<file path="src/rtl/flappy_game_ctrl_if.sv">
// Frame-rate controls into, and game-state outputs out of, the flappy game controller.
// master = the controller; slave = whoever drives ticks/flaps and consumes the state (bitgen side).
interface flappy_game_ctrl_if;
  logic       frame_tick;
  logic       flap_btn;
  logic       start_game;
  logic       end_game;
  logic [7:0] bird_1_height;
  logic [7:0] pipe_height;
  logic [9:0] pipe_x;
  logic [7:0] score;

  modport master (
    input  frame_tick, flap_btn,
    output start_game, end_game, bird_1_height, pipe_height, pipe_x, score
  );

  modport slave (
    output frame_tick, flap_btn,
    input  start_game, end_game, bird_1_height, pipe_height, pipe_x, score
  );
endinterface

</file>
<file path="src/rtl/flappy_game_ctrl.sv">
// Per-frame game state for bitgen: bird physics, pipe scroll/respawn, collision, score.
// All state advances on frame_tick; outputs are registered, valid the cycle after the tick.
module flappy_game_ctrl #(
  parameter int BIRD_X     = 305,
  parameter int BIRD_W     = 30,
  parameter int BIRD_H     = 15,
  parameter int BIRD_START = 112,
  parameter int Y_MAX      = 240,
  parameter int GRAVITY    = 1,
  parameter int FLAP_VEL   = 6,
  parameter int MAX_FALL   = 8,
  parameter int PIPE_W     = 50,
  parameter int PIPE_START = 640,
  parameter int PIPE_SPEED = 2,
  parameter int GAP        = 60,
  parameter int GAP_MIN    = 20,
  parameter int DEAD_HOLD  = 60
) (
  input  logic               clk,
  input  logic               rst,
  flappy_game_ctrl_if.master bus
);

  typedef enum logic [1:0] {TITLE, PLAY, DEAD} state_t;

  localparam logic signed [5:0] GRAV_V     = 6'(GRAVITY);
  localparam logic signed [5:0] MAX_FALL_V = 6'(MAX_FALL);
  localparam logic signed [5:0] FLAP_V     = 6'(-FLAP_VEL);
  localparam logic signed [9:0] Y_LIM_S    = 10'(Y_MAX - BIRD_H);
  localparam logic [7:0]        Y_LIM_V    = 8'(Y_MAX - BIRD_H);
  localparam logic [5:0]        HOLD_V     = 6'(DEAD_HOLD);

  state_t            state, state_nxt;
  logic [7:0]        bird;
  logic signed [5:0] vel;
  logic [9:0]        pipe_x;
  logic [7:0]        pipe_height;
  logic [7:0]        score;
  logic [7:0]        lfsr;
  logic              flap_q;
  logic              flap_pend;
  logic [5:0]        hold_cnt;

  logic              flap_edge;
  logic              flap_now;
  logic              lfsr_fb;
  logic [7:0]        ph_spawn;

  logic signed [5:0] vel_inc;
  logic signed [5:0] vel_nxt;
  logic signed [9:0] ny;
  logic              ny_floor;
  logic [7:0]        bird_play;
  logic              wrap;
  logic [9:0]        px_play;
  logic [7:0]        ph_play;
  logic [7:0]        score_play;
  logic [10:0]       px11, bird11, ph11;
  logic              hit;
  logic              die;
  logic              start_int, end_int;

  // A rising edge coincident with the tick is folded straight into that tick's decision.
  assign flap_edge = bus.flap_btn & ~flap_q;
  assign flap_now  = flap_pend | flap_edge;
  assign lfsr_fb   = lfsr[7] ^ lfsr[5] ^ lfsr[4] ^ lfsr[3];
  assign ph_spawn  = 8'(GAP_MIN) + {2'b00, lfsr[5:0]};

  always_comb begin
    vel_inc    = vel + GRAV_V;
    vel_nxt    = flap_now ? FLAP_V : ((vel_inc > MAX_FALL_V) ? MAX_FALL_V : vel_inc);
    ny         = $signed({2'b00, bird}) + $signed({{4{vel_nxt[5]}}, vel_nxt});
    ny_floor   = (ny >= Y_LIM_S);
    bird_play  = ny[9] ? 8'd0 : (ny_floor ? Y_LIM_V : ny[7:0]);
    wrap       = (pipe_x < 10'(PIPE_SPEED));
    px_play    = wrap ? 10'(PIPE_START) : (pipe_x - 10'(PIPE_SPEED));
    ph_play    = wrap ? ph_spawn : pipe_height;
    score_play = (wrap && score != 8'hFF) ? (score + 8'd1) : score;
    px11       = {1'b0, px_play};
    bird11     = {3'b000, bird_play};
    ph11       = {3'b000, ph_play};
    hit        = (px11 < 11'(BIRD_X + BIRD_W)) &&
                 ((px11 + 11'(PIPE_W)) > 11'(BIRD_X)) &&
                 ((bird11 < ph11) || ((bird11 + 11'(BIRD_H)) > (ph11 + 11'(GAP))));
    die        = ny_floor | hit;
  end

  always_ff @(posedge clk or posedge rst) begin
    if (rst) begin
      state <= TITLE;
    end else begin
      state <= state_nxt;
    end
  end

  always_comb begin
    state_nxt = state;
    if (bus.frame_tick) begin
      case (state)
        TITLE:   if (flap_now) state_nxt = PLAY;
        PLAY:    if (die) state_nxt = DEAD;
        DEAD:    if (hold_cnt == HOLD_V && flap_now) state_nxt = TITLE;
        default: state_nxt = TITLE;
      endcase
    end
  end

  always_comb begin
    start_int = (state == TITLE);
    end_int   = (state == DEAD);
  end

  always_ff @(posedge clk or posedge rst) begin
    if (rst) begin
      bird        <= 8'(BIRD_START);
      vel         <= '0;
      pipe_x      <= 10'(PIPE_START);
      pipe_height <= 8'(GAP_MIN);
      score       <= '0;
      lfsr        <= 8'hA5;
      flap_q      <= 1'b0;
      flap_pend   <= 1'b0;
      hold_cnt    <= '0;
    end else begin
      lfsr   <= {lfsr[6:0], lfsr_fb};
      flap_q <= bus.flap_btn;
      if (bus.frame_tick) begin
        flap_pend <= 1'b0;
      end else if (flap_edge) begin
        flap_pend <= 1'b1;
      end
      if (bus.frame_tick) begin
        case (state)
          TITLE: begin
            if (flap_now) begin
              bird        <= 8'(BIRD_START);
              vel         <= '0;
              pipe_x      <= 10'(PIPE_START);
              pipe_height <= ph_spawn;
              score       <= '0;
            end
          end
          PLAY: begin
            // The fatal frame still commits its positions so the crash is drawn where it happened.
            vel         <= vel_nxt;
            bird        <= bird_play;
            pipe_x      <= px_play;
            pipe_height <= ph_play;
            score       <= score_play;
            if (die) hold_cnt <= '0;
          end
          DEAD: begin
            if (hold_cnt != HOLD_V) hold_cnt <= hold_cnt + 6'd1;
          end
          default: ;
        endcase
      end
    end
  end

  assign bus.start_game    = start_int;
  assign bus.end_game      = end_int;
  assign bus.bird_1_height = bird;
  assign bus.pipe_height   = pipe_height;
  assign bus.pipe_x        = pipe_x;
  assign bus.score         = score;

endmodule

</file>
<file path="src/flat_wrapper.sv">
// flat-port wrapper written by rule: the top's interface ports become plain ports
module flappy_game_ctrl_flat 
#(
  parameter int BIRD_X     = 305,
  parameter int BIRD_W     = 30,
  parameter int BIRD_H     = 15,
  parameter int BIRD_START = 112,
  parameter int Y_MAX      = 240,
  parameter int GRAVITY    = 1,
  parameter int FLAP_VEL   = 6,
  parameter int MAX_FALL   = 8,
  parameter int PIPE_W     = 50,
  parameter int PIPE_START = 640,
  parameter int PIPE_SPEED = 2,
  parameter int GAP        = 60,
  parameter int GAP_MIN    = 20,
  parameter int DEAD_HOLD  = 60
)
  (clk, rst, bus_frame_tick, bus_flap_btn, bus_start_game, bus_end_game, bus_bird_1_height, bus_pipe_height, bus_pipe_x, bus_score);
  flappy_game_ctrl_if bus_i ();
  input  logic clk;
  input  logic rst;
  input wire logic [$bits(bus_i.frame_tick)-1:0] bus_frame_tick;
  input wire logic [$bits(bus_i.flap_btn)-1:0] bus_flap_btn;
  output wire logic [$bits(bus_i.start_game)-1:0] bus_start_game;
  output wire logic [$bits(bus_i.end_game)-1:0] bus_end_game;
  output wire logic [$bits(bus_i.bird_1_height)-1:0] bus_bird_1_height;
  output wire logic [$bits(bus_i.pipe_height)-1:0] bus_pipe_height;
  output wire logic [$bits(bus_i.pipe_x)-1:0] bus_pipe_x;
  output wire logic [$bits(bus_i.score)-1:0] bus_score;
  assign bus_i.frame_tick = bus_frame_tick;
  assign bus_i.flap_btn = bus_flap_btn;
  assign bus_start_game = bus_i.start_game;
  assign bus_end_game = bus_i.end_game;
  assign bus_bird_1_height = bus_i.bird_1_height;
  assign bus_pipe_height = bus_i.pipe_height;
  assign bus_pipe_x = bus_i.pipe_x;
  assign bus_score = bus_i.score;
  flappy_game_ctrl #(.BIRD_X(BIRD_X), .BIRD_W(BIRD_W), .BIRD_H(BIRD_H), .BIRD_START(BIRD_START), .Y_MAX(Y_MAX), .GRAVITY(GRAVITY), .FLAP_VEL(FLAP_VEL), .MAX_FALL(MAX_FALL), .PIPE_W(PIPE_W), .PIPE_START(PIPE_START), .PIPE_SPEED(PIPE_SPEED), .GAP(GAP), .GAP_MIN(GAP_MIN), .DEAD_HOLD(DEAD_HOLD)) u_core (.clk(clk), .rst(rst), .bus(bus_i));
endmodule
</file>
<file path="config.mk">
export PLATFORM = sky130hd
export DESIGN_NAME = flappy_game_ctrl_flat
export DESIGN_NICKNAME = d
export VERILOG_FILES = /design/src/rtl/flappy_game_ctrl_if.sv /design/src/rtl/flappy_game_ctrl.sv /design/src/flat_wrapper.sv
export SDC_FILE = /design/constraint.sdc
export NUM_CORES = 1
export LEC_CHECK = 0
export CAP_MARGIN = 20
export CORE_MARGIN = 1
export CORE_UTILIZATION = 30
export CTS_CLUSTER_SIZE = 40
export DETAILED_ROUTE_END_ITERATION = 12
export DONT_BUFFER_PORTS = 1
export MAX_ROUTING_LAYER = met4
export PLACE_DENSITY = 0.4
export SYNTH_ARGS = -nofsm -noshare
export SYNTH_HDL_FRONTEND = slang
export SYNTH_SLANG_ARGS = --single-unit
</file>
<file path="constraint.sdc">
create_clock -name clk -period 7.4 [get_ports clk]
set_input_delay 0.74 -clock clk [delete_from_list [all_inputs] [get_ports clk]]
set_output_delay 0.74 -clock clk [all_outputs]
set_load 0.01 [all_outputs]
</file>
==> metrics <==
outcome=completed; number of max-cap violations=0; diode count=0; vias per cell=5.331; register area share after synthesis=0.3242; num rows=44; Fin. Hold Viols=0; Post-CTS Setup Inserts=0; Least-Margin Pin Slew=0.7741 ns; CTS tree=yes; core area=14590 sq um; Synth Area in XOR/XNOR=0.05399; leading post-synthesis cells by cell area=dfrtp_1, ha_1, dfstp_2; min Tclk post-route=6.571 ns; GRT Max-Usage Layer=met2; DP Wirelength=9078 microns; Distinct cells, synth=80; drt pass-1 iters=4; Final TNS setup=0 ns; CP max stage cell=a31oi_2; Worst EP arrival=6.84 ns; worst vdd ir=0.2358 mV; CTS clk-pin slew, worst paths=0.06 ns; Top FF cell, synth=dfrtp_1; fin crit share=0.8880; Synth top area share=0.2602; Post-Route WL=12110 microns; EDFF count, synth=0; Critical Path End Type=register; kind of critical path=reg -> reg; largest net degree at the start of global routing=59; height of the chip=124.7 microns; nets=557; mux share of post-synthesis cell area=0.01163; power per standard cell area=527.7 nW/um^2; Slew Viols, Final=0; Placer Congestion=0.8380; layout cells sized above 1=0.1257; initial antenna violation count=0; H-tree depth=3; Max-Slew Margin vs Limit=0.4839; FMAX=152.2 MHz; DRC=0; CP Launch Type=register; WL/cell=17.28 microns; die width=124.7 microns; routed vias=3737; largest area contributor in the netlist=dfrtp_1; met2 usage=0.2632; io pins=40; CP most frequent cell=ha_1; GR Util met3=0.03694; RSZ-0062 raised after global routing=no; fin cells=701; Clock Tree Buf Depth=2; most frequent cell after synthesis=nand2_1; first-pass GRT wire length=20380 microns; initial core utilization=0.3098; Post-synth top cells=nand2_1, dfrtp_1, ha_1; Clock Latency Late Sink=0.34 ns; main combinational cell family by area after synthesis=compound AO/OA/AOI/OAI gates; Leak=2.079 nW; GRT Overall Usage=0.1713; min-delay worst type=reg -> reg; Num CTS Buffers=9; post-synthesis register bit count=58; slowest stage delay, CP=0.62 ns; Resize count post-CTS=0; Die ar.=15560 sq um; # port buffers=0; root buffer cell=clkbuf_16; Synth Area in Adders=0.1152; endpoints failing setup=0; Async SR Flop Fraction=1.000; CP max FO=12; GRT overflow=0; average size of a mapped cell=8.741 sq um; Starting DRT DRC Count=242; CTS sink cnt=58; post-synthesis compound-gate area fraction=0.2331; Gate Count Post-Synth=517; placed cells=685; Mapped Nets=562; area delta synth->final=10.35%; Synth Cell Area=4519 sq um; YS warnings=0; vias in the first global route=3811; Synth Area in Simple Gates=0.2223; ANT nets after route=0; clock skew=0.009076 ns; CP required=7.67 ns; Post-CTS Hold Buffers=0; met1 Track Usage GR=0.2200
==> report_power, final <==
part | internal [W] | switching (W)
clock network | 0.000287 | 0.000153
registers | 0.000397 | 0.000126
logic | 0.000668 | 0.00100
==> per-stage QoR <==
stage	total power [W]	hold slack [ns]	util	instance area, sq um	setup WS (ns)
6_report	0.002632	0.3610	0.3419	4987	0.8292
5_1_grt	0.002896	0.3731	0.3419	4987	0.1939
4_1_cts	0.002659	0.3619	0.3419	4987	0.8088
3_5_place_dp	0.002199	0.3399	0.3202	4672	0.7314
3_3_place_gp	0.002201	0.3472	0.3202	4672	0.9207
2_1_floorplan	0.001816	0.3330	-	4519	1.805
==> layout by cell type, fill, tap and decap left out, types with 4 or more instances in the layout <==
cell,count
a211oi_1,4
or3_1,5
nand2_1,68
xnor2_1,14
and2_1,4
o21a_1,7
nand4_1,5
a41oi_1,4
a31oi_1,6
o21ai_1,5
dfstp_2,11
o22a_1,6
nor2_1,36
o31ai_1,4
nand2b_1,6
xor2_1,12
a22o_1,6
o221ai_1,4
nand3_1,21
a21oi_2,5
clkbuf_16,9
nor3_1,13
nor2b_1,9
a21oi_1,25
ha_1,40
o21ai_0,34
dfrtp_1,47
inv_1,20
==> kinds of logic (layout without fill, tap and decap cells) <==
kind of cell    count (synthesis)  after routing
compound gates                148            148
xor+xnor                       27             27
fa+ha+maj                      41             41
buf+inv                        40             40
flops                          58             58
mux                             5              5
other cells                     1              1
simple gates                  197            197
==> state kept, by name (all words and copies together) (netlist names) <==
register	count
u_core.bus.pipe_x	10
u_core.hold_cnt	6
u_core.bus.bird_1_height	8
u_core.vel	6
u_core.flap_q	1
u_core.state	2
u_core.flap_pend	1
u_core.bus.pipe_height	8
u_core.bus.score	8
u_core.lfsr	8
==> metal layers <==
layer	part of all wire	wire (microns)
met1	0.49	5909
met2	0.47	5654
met3	0.033	401
met4	0.012	148
met5	0	0
==> cell type report <==
cell class                      count  area [sq um]
Timing Repair Buffer                2         15.01
Multi-Input combinational cell    419          2879
Clock buffer                       12         266.5
Clock inverter                      4         48.80
Tap cell                          184         230.2
Sequential cell                    58          1465
Inverter                           22         82.58
Fill cell                        1478          9602
==> critical path, delay by kind of cell (launching register included) <==
kind | cells | cell delay [ns]
compound gates | 13 | 3.27
xor+xnor | 2 | 0.29
buf+inv | 2 | 0.17
simple gates | 8 | 1.16
fa+ha+maj | 4 | 1.14
flops | 1 | 0.43
==> path summary, 6_finish.rpt <==
check	startpoint	to	slack, ns	cells after the start
max reg2reg	u_core.vel[0]$_DFFE_PP0P_	u_core.hold_cnt[5]$_DFFE_PP0P_	0.83	29
min	u_core.lfsr[6]$_DFF_PP0_	u_core.lfsr[7]$_DFF_PP1_	0.36	0
min in group asynchronous	rst	u_core.hold_cnt[0]$_DFFE_PP0P_	0.50	2
max in group asynchronous	rst	u_core.bus.pipe_height[6]$_DFFE_PP0P_	6.38	2
max	u_core.vel[0]$_DFFE_PP0P_	u_core.hold_cnt[5]$_DFFE_PP0P_	0.83	29
min reg2reg	u_core.lfsr[6]$_DFF_PP0_	u_core.lfsr[7]$_DFF_PP1_	0.36	0
Power figures use the tool's default switching activity.
